<file path="src/rtl/rtc_pkg.sv">
// Shared definitions for the RTC start-up sequencer: state codes,
// entry format and the fixed list of initialisation writes.
package rtc_pkg;

  // Sequencer states; the top keeps them as plain 2-bit codes.
  typedef enum logic [1:0] {
    IDLE  = 2'd0,
    ISSUE = 2'd1,
    GAP   = 2'd2,
    FIN   = 2'd3
  } rtc_state_e;

  // Number of initialisation writes and width of the entry index.
  localparam int N_INIT = 6;
  localparam int IDX_W  = 3;

  // One write to the RTC: register address and the value to store there.
  typedef struct packed {
    logic [7:0] addr;
    logic [7:0] data;
  } init_entry_t;

  // Writes are issued in this order, entry 0 first.
  localparam init_entry_t INIT_TABLE [N_INIT] = '{
    '{addr: 8'h02, data: 8'h10},
    '{addr: 8'h02, data: 8'h00},
    '{addr: 8'h10, data: 8'hD2},
    '{addr: 8'h21, data: 8'h00},
    '{addr: 8'h22, data: 8'h00},
    '{addr: 8'h23, data: 8'h00}
  };

endpackage

</file>
<file path="src/rtl/rtc_init_rom.sv">
// Combinational lookup of the address/data pair for one table entry.
// Kept apart from the FSM so the write list can change on its own.
module rtc_init_rom
  import rtc_pkg::*;
(
  input  logic [IDX_W-1:0] idx,
  output logic [7:0]       addr,
  output logic [7:0]       data
);

  // Out-of-range indices read as zero rather than X.
  always_comb begin
    addr = '0;
    data = '0;
    if (int'(idx) < N_INIT) begin
      addr = INIT_TABLE[idx].addr;
      data = INIT_TABLE[idx].data;
    end
  end

endmodule

</file>
<file path="src/rtl/rtc_init_sequencer.sv">
// RTC start-up sequencer: on a start level it walks the init table,
// issuing one req/ack write per entry with a low gap cycle between
// writes, aborts on an ack timeout, and raises listo until start drops.
module rtc_init_sequencer
  import rtc_pkg::*;
#(
  parameter int TIMEOUT_CYC = 64,
  parameter int CNT_W       = 8
) (
  input  logic             clk,
  input  logic             rst,
  input  logic             arranque,
  input  logic             ack,
  output logic             req,
  output logic             wr_en,
  output logic [7:0]       addr,
  output logic [7:0]       data,
  output logic             listo,
  output logic             busy,
  output logic             error,
  output logic [IDX_W-1:0] idx
);

  localparam logic [1:0] S_IDLE  = IDLE;
  localparam logic [1:0] S_ISSUE = ISSUE;
  localparam logic [1:0] S_GAP   = GAP;
  localparam logic [1:0] S_FIN   = FIN;

  // Counter value seen on the last cycle a write may wait for ack.
  localparam logic [CNT_W-1:0] CNT_LAST = CNT_W'(TIMEOUT_CYC - 1);
  localparam logic [IDX_W-1:0] IDX_LAST = IDX_W'(N_INIT - 1);

  logic [1:0]       state_q, state_d;
  logic [CNT_W-1:0] cnt_q, cnt_d;
  logic [IDX_W-1:0] idx_q, idx_d;
  logic             req_q, req_d;
  logic             listo_q, listo_d;
  logic             busy_q, busy_d;
  logic             error_q, error_d;
  logic [7:0]       addr_q, addr_d;
  logic [7:0]       data_q, data_d;

  // Entry about to be presented on the bus, looked up from the next index.
  logic             load_entry;
  logic [7:0]       rom_addr;
  logic [7:0]       rom_data;

  rtc_init_rom u_rom (
    .idx  (idx_d),
    .addr (rom_addr),
    .data (rom_data)
  );

  // Next-state logic for the FSM, timeout counter and registered outputs.
  always_comb begin
    state_d    = state_q;
    cnt_d      = cnt_q;
    idx_d      = idx_q;
    req_d      = req_q;
    listo_d    = listo_q;
    error_d    = error_q;
    load_entry = 1'b0;

    case (state_q)
      S_IDLE: begin
        if (arranque) begin
          state_d    = S_ISSUE;
          idx_d      = '0;
          cnt_d      = '0;
          error_d    = 1'b0;
          req_d      = 1'b1;
          load_entry = 1'b1;
        end
      end

      S_ISSUE: begin
        // ack is checked first so a late ack on the last allowed cycle wins.
        if (ack) begin
          req_d   = 1'b0;
          state_d = S_GAP;
        end else if (cnt_q == CNT_LAST) begin
          req_d   = 1'b0;
          error_d = 1'b1;
          listo_d = 1'b1;
          cnt_d   = '0;
          state_d = S_FIN;
        end else begin
          cnt_d = cnt_q + 1'b1;
        end
      end

      S_GAP: begin
        cnt_d = '0;
        if (idx_q == IDX_LAST) begin
          listo_d = 1'b1;
          state_d = S_FIN;
        end else begin
          idx_d      = idx_q + 1'b1;
          req_d      = 1'b1;
          load_entry = 1'b1;
          state_d    = S_ISSUE;
        end
      end

      S_FIN: begin
        // Stay done while the start register is still set, so it cannot retrigger.
        if (!arranque) begin
          listo_d = 1'b0;
          state_d = S_IDLE;
        end
      end

      default: begin
        state_d = S_IDLE;
        req_d   = 1'b0;
        listo_d = 1'b0;
        cnt_d   = '0;
      end
    endcase

    busy_d = (state_d != S_IDLE);
  end

  // Address/data only change when a new entry is put on the bus.
  always_comb begin
    addr_d = addr_q;
    data_d = data_q;
    if (load_entry) begin
      addr_d = rom_addr;
      data_d = rom_data;
    end
  end

  // State and output registers; reset abandons any write in progress.
  always_ff @(posedge clk or negedge rst) begin
    if (!rst) begin
      state_q <= S_IDLE;
      cnt_q   <= '0;
      idx_q   <= '0;
      req_q   <= 1'b0;
      listo_q <= 1'b0;
      busy_q  <= 1'b0;
      error_q <= 1'b0;
      addr_q  <= '0;
      data_q  <= '0;
    end else begin
      state_q <= state_d;
      cnt_q   <= cnt_d;
      idx_q   <= idx_d;
      req_q   <= req_d;
      listo_q <= listo_d;
      busy_q  <= busy_d;
      error_q <= error_d;
      addr_q  <= addr_d;
      data_q  <= data_d;
    end
  end

  assign req   = req_q;
  assign wr_en = req_q;
  assign addr  = addr_q;
  assign data  = data_q;
  assign listo = listo_q;
  assign busy  = busy_q;
  assign error = error_q;
  assign idx   = idx_q;

endmodule

</file>
<file path="config.mk">
export PLATFORM = sky130hd
export DESIGN_NAME = rtc_init_sequencer
export DESIGN_NICKNAME = d
export VERILOG_FILES = /design/src/rtl/rtc_pkg.sv /design/src/rtl/rtc_init_rom.sv /design/src/rtl/rtc_init_sequencer.sv
export SDC_FILE = /design/constraint.sdc
export NUM_CORES = 1
export LEC_CHECK = 0
export ABC_AREA = 1
export BUFFER_PORTS_ARGS = -buffer_cell sky130_fd_sc_hd__buf_4
export CORE_ASPECT_RATIO = 0.75
export CORE_MARGIN = 2
export CORE_UTILIZATION = 30
export CTS_CLUSTER_SIZE = 8
export DETAILED_ROUTE_END_ITERATION = 8
export PLACE_DENSITY = 0.55
export SYNTH_ARGS = -nofsm -noshare
export SYNTH_HDL_FRONTEND = slang
export SYNTH_SLANG_ARGS = --single-unit
</file>
<file path="constraint.sdc">
create_clock -name clk -period 1.8 [get_ports clk]
set_input_delay 0 -clock clk [delete_from_list [all_inputs] [get_ports clk]]
set_output_delay 0 -clock clk [all_outputs]
set_load 0.05 [all_outputs]
</file>
==> run metrics <==
status complete, no violations; Starting Density 31.3%; DP Worst Slack 0.199 ns; Max VDD drop just over 0.7 mV; Clock transition at path regs 0.08 ns; CP arrival between 1.5 and 2 ns; most frequent cells in the layout nand2_1, inv_1, dfrtp_1, buf_4, nor2_1; CP max stage delay 0.42 ns; total core area 0.00408 mm²; drt drc 0; Syn Std Cell Area around 0.0013 mm²; Max Cap Viol 0; final core occ between 30% and 40%; die height 60.5 µm; Post-DP Area approximately 0.0014 mm²; Post-Syn Instances 171; Global Route Usage Sum around 11%; final instance area between 0.001 and 0.0015 mm²; first-pass GRT wire length slightly above 4000 µm; Final Cycle Share 89.8%; CP max FO 6; Pleak 0.786 nW; reg-to-reg endpoint data[4]; final worst setup slack 0.184 ns; die area 0.00480 mm²; setup_tns 0 ns; # IOs 28; Crit path top cell by count nand2_1; most common cell after layout, fill and taps aside nand2_1; CTS tree built; fin crit period roughly 1.6 ns; crit path cell chain ha_1 -> nand2_1 -> nand3_1 -> nand2_2 -> nand2_1 -> nand2_1 -> nand2_1 -> nand2_1 -> o21a_1; Netlist cell types 26; syn_area_per_cell 7.46 µm²; hold path endpoint busy; CTS Buffer Depth 2; reg2reg setup slack 0.18 ns; Worst Setup Start Kind register; Detailed Route Iter0 Violations 51; number of global-route vias before repair 904; GRT Residual Overflow 0; worst r2r src idx[0]; min-delay src arranque; die width 79.3 µm; growth of design area from synthesis to finish 17.0%; via/cell ratio 4.23; Detail Route Antenna Nets 0; Routed WL 2360 µm; f_max 0.619 GHz; largest net degree at the start of global routing 23; CP max stage cell dfrtp_1; nets 199; Worst Skew 0.00337 ns; final hold vios 0; initial antenna violation count 0; count of final max-slew check failures 0; CP Class register to register; RSZ-0062 raised after global routing no; Skew-Pair Late Insertion Delay 0.26 ns; CTS Buf Count 3; routability congestion estimate around 0.8; share of post-route cells with drive strength above 1 17.8%; Worst setup EP type register; Worst Hold Class primary input to register; DRT Pass-1 Iters 4; # clock sinks 22; DPL Wire Length roughly 1900 µm; clock root cell clkbuf_8; Reg2Reg Depth 9; Ys Warns 0; #FFs+latches synth 22; hold path depth 3; sequential area share after synthesis 43.1%; PD cells 1780 mW/mm²; Critical Path RT 2.01 ns; final setup violation count 0; drt wl/cell roughly 9.6 µm; via count 1041; number of port buffers 19; row count 20; antenna diode count 0; H-tree Lvls 1
[worst max-delay path, delay by kind of cell, from the launching register on]
family / cells / cell delay [ns]
flops: 1 / 0.42
simple gates: 7 / 0.78
compound gates: 1 / 0.12
fa+ha+maj: 1 / 0.25
[cell usage after synthesis]
library cell  number  area (µm²)
conb_1             1        3.75
a21oi_1            4        20.0
buf_4             12        90.1
a31oi_1            1        6.26
nand2_4            1        11.3
inv_1             22        82.6
a21oi_2            1        8.76
o21ai_0            8        40.0
buf_6              1        11.3
nor2_2             2        12.5
nand4_1            1        6.26
o21a_1             2        15.0
or2_0              1        6.26
nand3_1           12        60.1
nand2_1           48         180
o21ai_1            1        5.00
nor3_1             4        20.0
or2_2              1        6.26
dfrtp_1           22         551
nand3b_1           1        7.51
nor3b_1            1        7.51
ha_1               3        37.5
nand2_2            2        12.5
nor2_1            16        60.1
inv_2              2        7.51
o31ai_1            1        7.51
[metrics by stage]
step / std cells / total power, mW / hold slack, ns
2_1_floorplan: 178 / 1.98 / -0.296
3_3_place_gp: 241 / 2.33 / -0.0909
3_5_place_dp: 241 / 2.32 / -0.0924
4_1_cts: 246 / 2.68 / 0.0320
5_1_grt: 246 / 2.89 / 0.0424
6_report: 246 / 2.66 / 0.0438
[power by group]
part           total (mW)  switching [mW]  internal, mW
clock               0.352           0.157         0.195
sequential          0.784           0.140         0.644
combinational        1.52            1.07         0.445
total                2.66            1.37          1.28
[registers in the layout, summed over array words and instances, names as in the netlist]
| register | cells |
|---|---|
| cnt_q | 8 |
| busy | 1 |
| state_q | 2 |
| error | 1 |
| req | 1 |
| idx | 3 |
| listo | 1 |
| data | 2 |
| addr | 3 |
[metal layers]
layer / share of wire, % / routed length [µm] / vias up / global-route usage, %
met5: 0 / 0 / - / 0
met4: 1.1 / 25 / 0 / 2.96
met3: 7.1 / 169 / 4 / 3.13
met2: 38 / 906 / 31 / 15.5
met1: 53 / 1260 / 452 / 17.1
li1: - / - / 554 / -
[worst max-delay path by stage]
| stage | startpoint | end | slack [ns] | cells after the start |
|---|---|---|---|---|
| after global placement | idx[0] | addr[5] | 0.15 | 9 |
| after CTS | idx[0] | data[4] | 0.18 | 9 |
| after global routing | idx[0] | addr[0] | 0.001 | 8 |
| final | idx[0] | data[4] | 0.18 | 9 |
| after floorplan | idx[1] | addr[5] | 0.05 | 10 |
| after detailed placement | idx[0] | addr[5] | 0.20 | 9 |
[area by class of cell]
cell class,count,area (µm²)
clock buffers,4,55.1
fillers,417,2590
inverters,24,90.1
multi-input cells,119,561
flip-flops and latches,22,551
well taps,55,68.8
repair buffers,22,168
[cell families after synthesis]
group	count (synthesis)	share of synthesized area (%)
AO/OA/AOI/OAI	18	8.04
adder cells (fa/ha/maj)	3	2.94
buffers and inverters	37	15.0
flip-flops	22	43.1
other	1	0.294
AND/OR/NAND/NOR	90	30.6
[what timing repair did]
item                                   4_1_cts  5_1_grt
gates resized for setup                      0        0
endpoints found under the hold margin       22        0
hold buffers                                 1        0
buffers inserted                             0        0
setup endpoints to repair                    0        0
Power figures use the tool's default switching activity.
